File: src/rtl/seven_seg_pkg.sv
// seven_seg_pkg: shared types and constants for the 3-digit seven-segment scan controller.
//   conv_state_t : conversion FSM states (IDLE, SHIFT, COMMIT)
//   NUM_DIGITS   : number of scanned digits
//   BLANK_CODE   : digit code that the decoder renders as all segments off
//   ANODE_*      : active-low one-hot anode patterns per digit index
//   dd_adjust()  : double-dabble "add 3 to every BCD nibble >= 5" step
package seven_seg_pkg;
    typedef enum logic [1:0] {IDLE, SHIFT, COMMIT} conv_state_t;
    localparam int NUM_DIGITS = 3;
    localparam logic [3:0] BLANK_CODE = 4'hF;
    localparam logic [2:0] ANODE_UNITS = 3'b110;
    localparam logic [2:0] ANODE_TENS = 3'b101;
    localparam logic [2:0] ANODE_HUND = 3'b011;
    localparam logic [2:0] ANODE_OFF = 3'b111;

    function automatic logic [11:0] dd_adjust(input logic [11:0] b);
        logic [11:0] r;
        for (int i = 0; i < NUM_DIGITS; i++)
            r[4*i+:4] = (b[4*i+:4] >= 4'd5) ? b[4*i+:4] + 4'd3 : b[4*i+:4];
        return r;
    endfunction
endpackage

File: src/rtl/bin8_to_bcd_seq.sv
// bin8_to_bcd_seq: serial double-dabble converter, 8-bit binary to 3-digit BCD.
//   clk, rst  : clock, synchronous active-high reset
//   i_value   : binary value captured when i_load is seen in IDLE
//   i_load    : start request, ignored while o_busy is high
//   o_busy    : conversion in progress (state != IDLE)
//   o_done    : one-cycle pulse while the result in o_bcd is final (COMMIT)
//   o_bcd     : {hund, tens, units} scratch register
module bin8_to_bcd_seq (
    input  logic        clk,
    input  logic        rst,
    input  logic [7:0]  i_value,
    input  logic        i_load,
    output logic        o_busy,
    output logic        o_done,
    output logic [11:0] o_bcd
);
    import seven_seg_pkg::*;

    conv_state_t r_state;
    logic [7:0]  r_bin;
    logic [11:0] r_bcd;
    logic [2:0]  r_cnt;
    logic [11:0] w_adj;

    assign w_adj  = dd_adjust(r_bcd);
    assign o_busy = (r_state != IDLE);
    assign o_done = (r_state == COMMIT);
    assign o_bcd  = r_bcd;

    always_ff @(posedge clk) begin
        if (rst) begin
            r_state <= IDLE;
            r_bin   <= '0;
            r_bcd   <= '0;
            r_cnt   <= '0;
        end else begin
            case (r_state)
                IDLE: if (i_load) begin
                    r_bin   <= i_value;
                    r_bcd   <= '0;
                    r_cnt   <= '0;
                    r_state <= SHIFT;
                end
                SHIFT: begin
                    // {bcd, bin} shifted left as one 20-bit register after the adjust step
                    r_bcd   <= {w_adj[10:0], r_bin[7]};
                    r_bin   <= {r_bin[6:0], 1'b0};
                    r_cnt   <= r_cnt + 3'd1;
                    r_state <= (r_cnt == 3'd7) ? COMMIT : SHIFT;
                end
                COMMIT: r_state <= IDLE;
                default: r_state <= IDLE;
            endcase
        end
    end
endmodule

File: src/rtl/seven_segment_scan_controller.sv
// seven_segment_scan_controller: converts an 8-bit product to BCD and scans it over a
// 3-digit common-anode display through a single shared seven-segment decoder.
//   SCAN_DIV   : clock cycles per digit slot (>= 2)
//   clk, rst   : clock, synchronous active-high reset
//   value      : unsigned product to display
//   load       : convert-and-display request, sampled only while busy = 0
//   busy       : conversion in progress
//   digit_code : BCD digit for the decoder, 4'hF = blank
//   anode      : active-low digit enables, bit0 units, bit1 tens, bit2 hundreds
// Optional feature macro LEADING_ZERO_BLANK_EN: blanks leading zero hundreds/tens digits.
module seven_segment_scan_controller #(
    parameter int SCAN_DIV = 50000
) (
    input  logic       clk,
    input  logic       rst,
    input  logic [7:0] value,
    input  logic       load,
    output logic       busy,
    output logic [3:0] digit_code,
    output logic [2:0] anode
);
    import seven_seg_pkg::*;

    localparam int DIV_W = $clog2(SCAN_DIV);

    logic [DIV_W-1:0] r_div;
    logic [1:0]       r_idx;
    logic [11:0]      r_disp;
    logic [11:0]      w_bcd;
    logic             w_done;
    logic             w_tick;
    logic [3:0]       w_units;
    logic [3:0]       w_tens;
    logic [3:0]       w_hund;

    bin8_to_bcd_seq u_conv (
        .clk     (clk),
        .rst     (rst),
        .i_value (value),
        .i_load  (load),
        .o_busy  (busy),
        .o_done  (w_done),
        .o_bcd   (w_bcd)
    );

    assign w_tick = (r_div == DIV_W'(SCAN_DIV - 1));

    always_ff @(posedge clk) begin
        if (rst) begin
            r_div  <= '0;
            r_idx  <= '0;
            r_disp <= '0;
        end else begin
            r_div  <= w_tick ? '0 : r_div + 1'b1;
            // index 3 is never produced by the sequence; recover from it unconditionally
            r_idx  <= (r_idx == 2'd3) ? 2'd0 : w_tick ? ((r_idx == 2'd2) ? 2'd0 : r_idx + 2'd1) : r_idx;
            if (w_done)
                r_disp <= w_bcd;
        end
    end

    assign w_units = r_disp[3:0];
`ifdef LEADING_ZERO_BLANK_EN
    assign w_hund = (r_disp[11:8] == 4'd0) ? BLANK_CODE : r_disp[11:8];
    assign w_tens = (r_disp[11:4] == 8'd0) ? BLANK_CODE : r_disp[7:4];
`else
    assign w_hund = r_disp[11:8];
    assign w_tens = r_disp[7:4];
`endif

    always_comb begin
        anode      = (r_idx == 2'd0) ? ANODE_UNITS :
                     (r_idx == 2'd1) ? ANODE_TENS  :
                     (r_idx == 2'd2) ? ANODE_HUND  : ANODE_OFF;
        digit_code = (r_idx == 2'd0) ? w_units :
                     (r_idx == 2'd1) ? w_tens  :
                     (r_idx == 2'd2) ? w_hund  : BLANK_CODE;
    end
endmodule
File: config.mk
export PLATFORM = sky130hd
export DESIGN_NAME = seven_segment_scan_controller
export DESIGN_NICKNAME = d
export VERILOG_FILES = /design/src/rtl/seven_seg_pkg.sv /design/src/rtl/bin8_to_bcd_seq.sv /design/src/rtl/seven_segment_scan_controller.sv
export SDC_FILE = /design/constraint.sdc
export NUM_CORES = 1
export LEC_CHECK = 0
export BUFFER_PORTS_ARGS = -buffer_cell sky130_fd_sc_hd__buf_4
export CAP_MARGIN = 25
export CORE_UTILIZATION = 53
export CTS_BUF_LIST = sky130_fd_sc_hd__clkbuf_16
export DETAILED_ROUTE_END_ITERATION = 10
export GPL_ROUTABILITY_DRIVEN = 0
export PLACE_DENSITY = 0.71
export SYNTH_ARGS = -nofsm -noshare
export SYNTH_HDL_FRONTEND = slang
export SYNTH_SLANG_ARGS = --single-unit
File: constraint.sdc
create_clock -name clk -period 1.6 [get_ports clk]
set_input_delay 0.48 -clock clk [delete_from_list [all_inputs] [get_ports clk]]
set_output_delay 0.48 -clock clk [all_outputs]
set_load 0.02 [all_outputs]
; ---- Word level (Yosys, flattened, before mapping)
; Cells that the tools add are included.
[totals]
output_inout_bits = 8
reg_bits = 55
input_bits = 11
[op_classes]
order_cmp = 3
n_reduce_logical = 7
addsub = 6
n_eq_ne = 8
n_mux = 19
[ops]
columns = operator, count
row1 = 12-bit case mux with 2 select lines, 1
row2 = 4-bit 2-to-1 mux, 5
row3 = "16-bit by 1-bit adder with 16-bit output, second input constant", 1
row4 = "16-bit equality test, second input constant", 1
row5 = 8-bit case mux with 2 select lines, 1
row6 = 3-bit 2-to-1 mux, 5
row7 = "4-bit by 3-bit greater-or-equal comparator with 1-bit output, second input constant", 3
row8 = 12-bit 2-to-1 mux, 1
row9 = "4-bit by 2-bit adder with 4-bit output, second input constant", 2
row10 = 8-bit 2-to-1 mux, 1
row11 = "2-bit equality test, second input constant", 3
row12 = 2-bit 2-to-1 mux, 3
row13 = 3-bit case mux with 2 select lines, 1
row14 = "2-bit by 1-bit equality test with 1-bit output, second input constant", 2
row15 = 2-bit zero test, 2
row16 = 2-bit case mux with 2 select lines, 1
row17 = 2-bit nonzero test, 2
row18 = 2-bit OR reduction, 2
row19 = "3-bit by 1-bit adder with 3-bit output, second input constant", 1
row20 = "3-bit by 2-bit adder with 3-bit output, second input constant", 1
row21 = "3-bit equality test, second input constant", 1
row22 = "2-bit by 1-bit adder with 2-bit output, second input constant", 1
row23 = "2-bit inequality test, second input constant", 1
row24 = 2-bit AND reduction, 1

; ---- Logic depth before layout (Yosys ltp)
[depth]
depth_word = 4
depth_mapped = 6
mapped_depth_nobuf = 6

; ---- By module
; Synthesis repeated with hierarchy kept, for this count alone.
[unflattened]
cells_unflattened = 294
hier_area_um2 = 2667.6
[by_module_without_submodules]
columns = module, cells_per_inst, area_per_inst_um2, instances
row1 = seven_segment_scan_controller, 144, 1360.1, 1
row2 = bin8_to_bcd_seq, 150, 1307.5, 1

; ---- Worst setup path after synthesis
; OpenSTA, ideal clock, no wires.
[synth_path]
path_type = reg-to-reg
from = reg r_div[4]
to = reg r_div[15]
stages_incl_launch_ff = 6
arrival_ns = 1.694
n_path_buf = 1
period_less_slack_ns = 1.808
slack_ns = -0.208
path_cell_list = dfxtp_1 or4_1 or4_4 nand2b_2 buf_4 nor2_1
[synth_between]
elab_chain_len = 2
word_cells_on_any_way = 3
classes_between = add/sub (1) / eq/ne (1) / reduce/logical (1)
[synth_rtl]
columns = item, line
row1 = "start, declared", seven_segment_scan_controller.sv:26  ; logic [DIV_W-1:0] r_div;
row2 = "start signal, assigned", seven_segment_scan_controller.sv:54  ; r_div <= w_tick ? '0 : r_div + 1'b1;
row3 = "parallel branches: the longest is 2 deep, another holds 16-bit by 1-bit adder with 16-bit output", --
; Several ways; the timed one is not identified.
; A chain may end at the register's enable or synchronous reset.

; ---- Worst setup path after layout
[layout_path]
from = reg r_div[13]
to = reg r_idx[1]
[layout_between]
elab_chain_len = 1
[layout_rtl]
columns = item, line
row1 = 16-bit equality test, seven_segment_scan_controller.sv:46  ; assign w_tick = (r_div == DIV_W'(SCAN_DIV - 1));
row2 = "end signal, assigned", seven_segment_scan_controller.sv:56  ; r_idx <= (r_idx == 2'd3) ? 2'd0 : w_tick ? ((r_idx == 2'd2) ? 2'd0 : r_idx + 2'd1) : r_idx;
row3 = "end, declared", seven_segment_scan_controller.sv:27  ; logic [1:0] r_idx;
; Every way passes these cells.

==> results_dict.tcl <==
set metrics [dict create \
    drt_iter0_drc 114 \
    clkTransAtPathRegs_ns 0.07 \
    hold_class "reg -> reg" \
    yosys.area.top_type "dfxtp_1" \
    clk_latency_ns 0.29 \
    top_layer_used "met4" \
    die_y_um 71.0 \
    critical_path_class "reg -> reg" \
    power.density_nw_per_um2 885 \
    diodes 0 \
    drtPass1Iterations 4 \
    hold_violations 0 \
    period_needed_ns 1.85 \
    die_x_um 71.0 \
    wl_met2_um 2550 \
    synth_area_leaders "dfxtp_1 (44%), nor2_1 (7.3%), a21oi_1 (5.9%)" \
    dp_cells 389 \
    startpoint_type "flop" \
    hold_ws_ns 0.460 \
    area_growth_pct 26.1 \
    nNetsFinal 367 \
    fillers 375 \
    synth.distinct_cells 35 \
    core_area_um2 4470 \
    rows 24 \
    multi_input_area_um2 1370 \
    setup_viol 23 \
    regArea_um2 1120 \
    grt_pass1_wl_um 9040 \
    via_count 2135 \
    ant_nets 0 \
    final_common_cell "nor2_1" \
    status "finished with violations" \
    syn_avg_cell_area_um2 8.33 \
    leakage_nw 1.26 \
    path_max_fanout 3 \
    slew_viol_final 0 \
    cp_slowest_cell "or4_4" \
    rsz0062_at_grt "yes" \
    h-tree-depth 2 \
    io_buffers 18 \
    setup_ws_ns -0.255 \
    seq_area_frac_synth 0.436 \
    start_util 0.564 \
    max_freq_ghz 0.539 \
    layout_common_cells "nor2_1 (49), dfxtp_1 (47), buf_4 (41)" \
    drcViolationCount 0 \
    ctsRootBufferMaster "clkbuf_16" \
    worst_pin_slew_ns 0.429 \
    tns_ns -3.50 \
    vdd_drop_max_v 0.000645 \
    grt_pass1_vias 2039 \
    final_cells 400 \
    cp_data_required_time_ns 1.83 \
    slew_headroom 0.713 \
    min_period_over_period 1.16 \
    worstPathCellList "or4bb_1 -> or4_4 -> mux2_4 -> nor2_4" \
    failed_checks "negative setup slack" \
    clock-sinks 55 \
    rrSetupSlack_ns -0.25 \
    cts_tree "built" \
    yosysWarnings 0 \
    wl_met1_um 2430 \
    yosys.area.top_type_share 0.436 \
    wl_per_cell_um 13.1 \
    syn_area_um2 2520 \
    drive_gt1_frac 0.230 \
    endpoint_kind "flop" \
    die_area_um2 5040 \
    worstPathArrival_ns 2.08 \
    ys_ff_latch 55 \
    fin_skew_ns 0.00462 \
    antenna_found_initial 0 \
    grt_max_degree 20 \
    ios 19 \
    vias_per_cell 5.34 \
    max-clock-path-buffers 2 \
    post-route-util 0.711 \
    max-cap-violations 0 \
    dp_hpwl_um 3610 \
    cpPeakStageDelay_ns 0.57 \
    dr_wl_met3_um 174 \
    syn_inst 303 \
    overflow 0 \
    place_ws_ns -0.220 \
    cts_buffers 5 \
    grt_util_all_layers 0.230 \
    wl_um 5250 \
    syn-num-nets 323 \
]
==> worst max-delay path, delay by kind of cell, from the launching register on <==
kind / cells / cell delay [ns]
and+or+nand+nor: 3 / 1.14
muxes: 1 / 0.33
DFF: 1 / 0.32
==> worst paths after layout <==
| path | end | cells past startpoint | start |
|---|---|---|---|
| worst min-delay path | r_disp[9] | 2 | r_disp[9] |
| worst max-delay path | r_idx[1] | 4 | r_div[13] |
| worst max register to register | r_idx[1] | 4 | r_div[13] |
| worst min register to register | r_disp[9] | 2 | r_disp[9] |
==> what timing repair did <==
item                       CTS  global route
gates cloned                 0             0
gates resized for setup     21             6
pin swaps                    5             4
setup endpoints to repair   25            25
hold buffers                 0             0
setup buffers                2             1
==> power breakdown <==
| part | internal (mW) | switching, mW |
|---|---|---|
| combinational | 0.0892 | 0.104 |
| clock | 0.738 | 0.475 |
| sequential | 1.39 | 0.0156 |
| total | 2.22 | 0.594 |
==> sequential cells by signal, indices dropped and copies added (netlist names) <==
name,flops
r_idx,2
r_disp,12
u_conv.r_bin,8
u_conv.r_state,2
u_conv.o_bcd,12
r_div,16
u_conv.r_cnt,3
==> per-stage QoR <==
| step | power (mW) | area [um^2] |
|---|---|---|
| detailed placement | 1.63 | 2900 |
| floorplan | 1.56 | 2540 |
| global placement | 1.63 | 2900 |
| finish | 2.82 | 3180 |
| CTS | 2.84 | 3150 |
| global route | 2.91 | 3180 |
==> cell families after synthesis <==
| group | synth area share |
|---|---|
| xor gates and xnor gates | 0.0694 |
| buffers and inverters | 0.0387 |
| adders and majority gates | 0.0446 |
| and+or+nand+nor | 0.256 |
| muxes | 0.0357 |
| AOI/OAI and AO/OA | 0.119 |
| DFF | 0.436 |
==> synth_stat cells <==
library cell	instances
dfxtp_1	55
nor2_1	49
a21oi_1	30
nand2_1	29
xnor2_1	16
nor3_1	14
clkbuf_1	13
inv_1	11
ha_1	9
nand2b_1	8
nand3_1	8
nor2b_1	8
a22o_1	6
o21ai_0	5
mux2_2	4
o22a_1	4
xor2_1	4
a22oi_1	3
mux2i_1	3
nand4_1	3
nor4_1	3
or2_2	3
a211oi_1	2
or3_1	2
and2_1	1
buf_4	1
mux2_4	1
nand2b_2	1
nand3b_1	1
nand4b_1	1
nor2_2	1
nor3b_1	1
or4_1	1
or4_4	1
or4bb_1	1
==> metal layers <==
layer  global-route usage  up-vias
met4               0.0867        0
met5                    0        -
li1                     -     1107
met3               0.0541        9
met1                0.279      981
met2                0.399       38
==> final cells by class <==
| cell class | instances | share of cell area |
|---|---|---|
| clock inverters | 3 | 0.0138 |
| inverters | 11 | 0.0130 |
| repair buffers | 51 | 0.132 |
| multi-input cells | 223 | 0.430 |
| clock buffers | 5 | 0.0393 |
| flip-flops and latches | 55 | 0.352 |
| well taps | 52 | 0.0204 |
(Power assumes the default switching activity.)
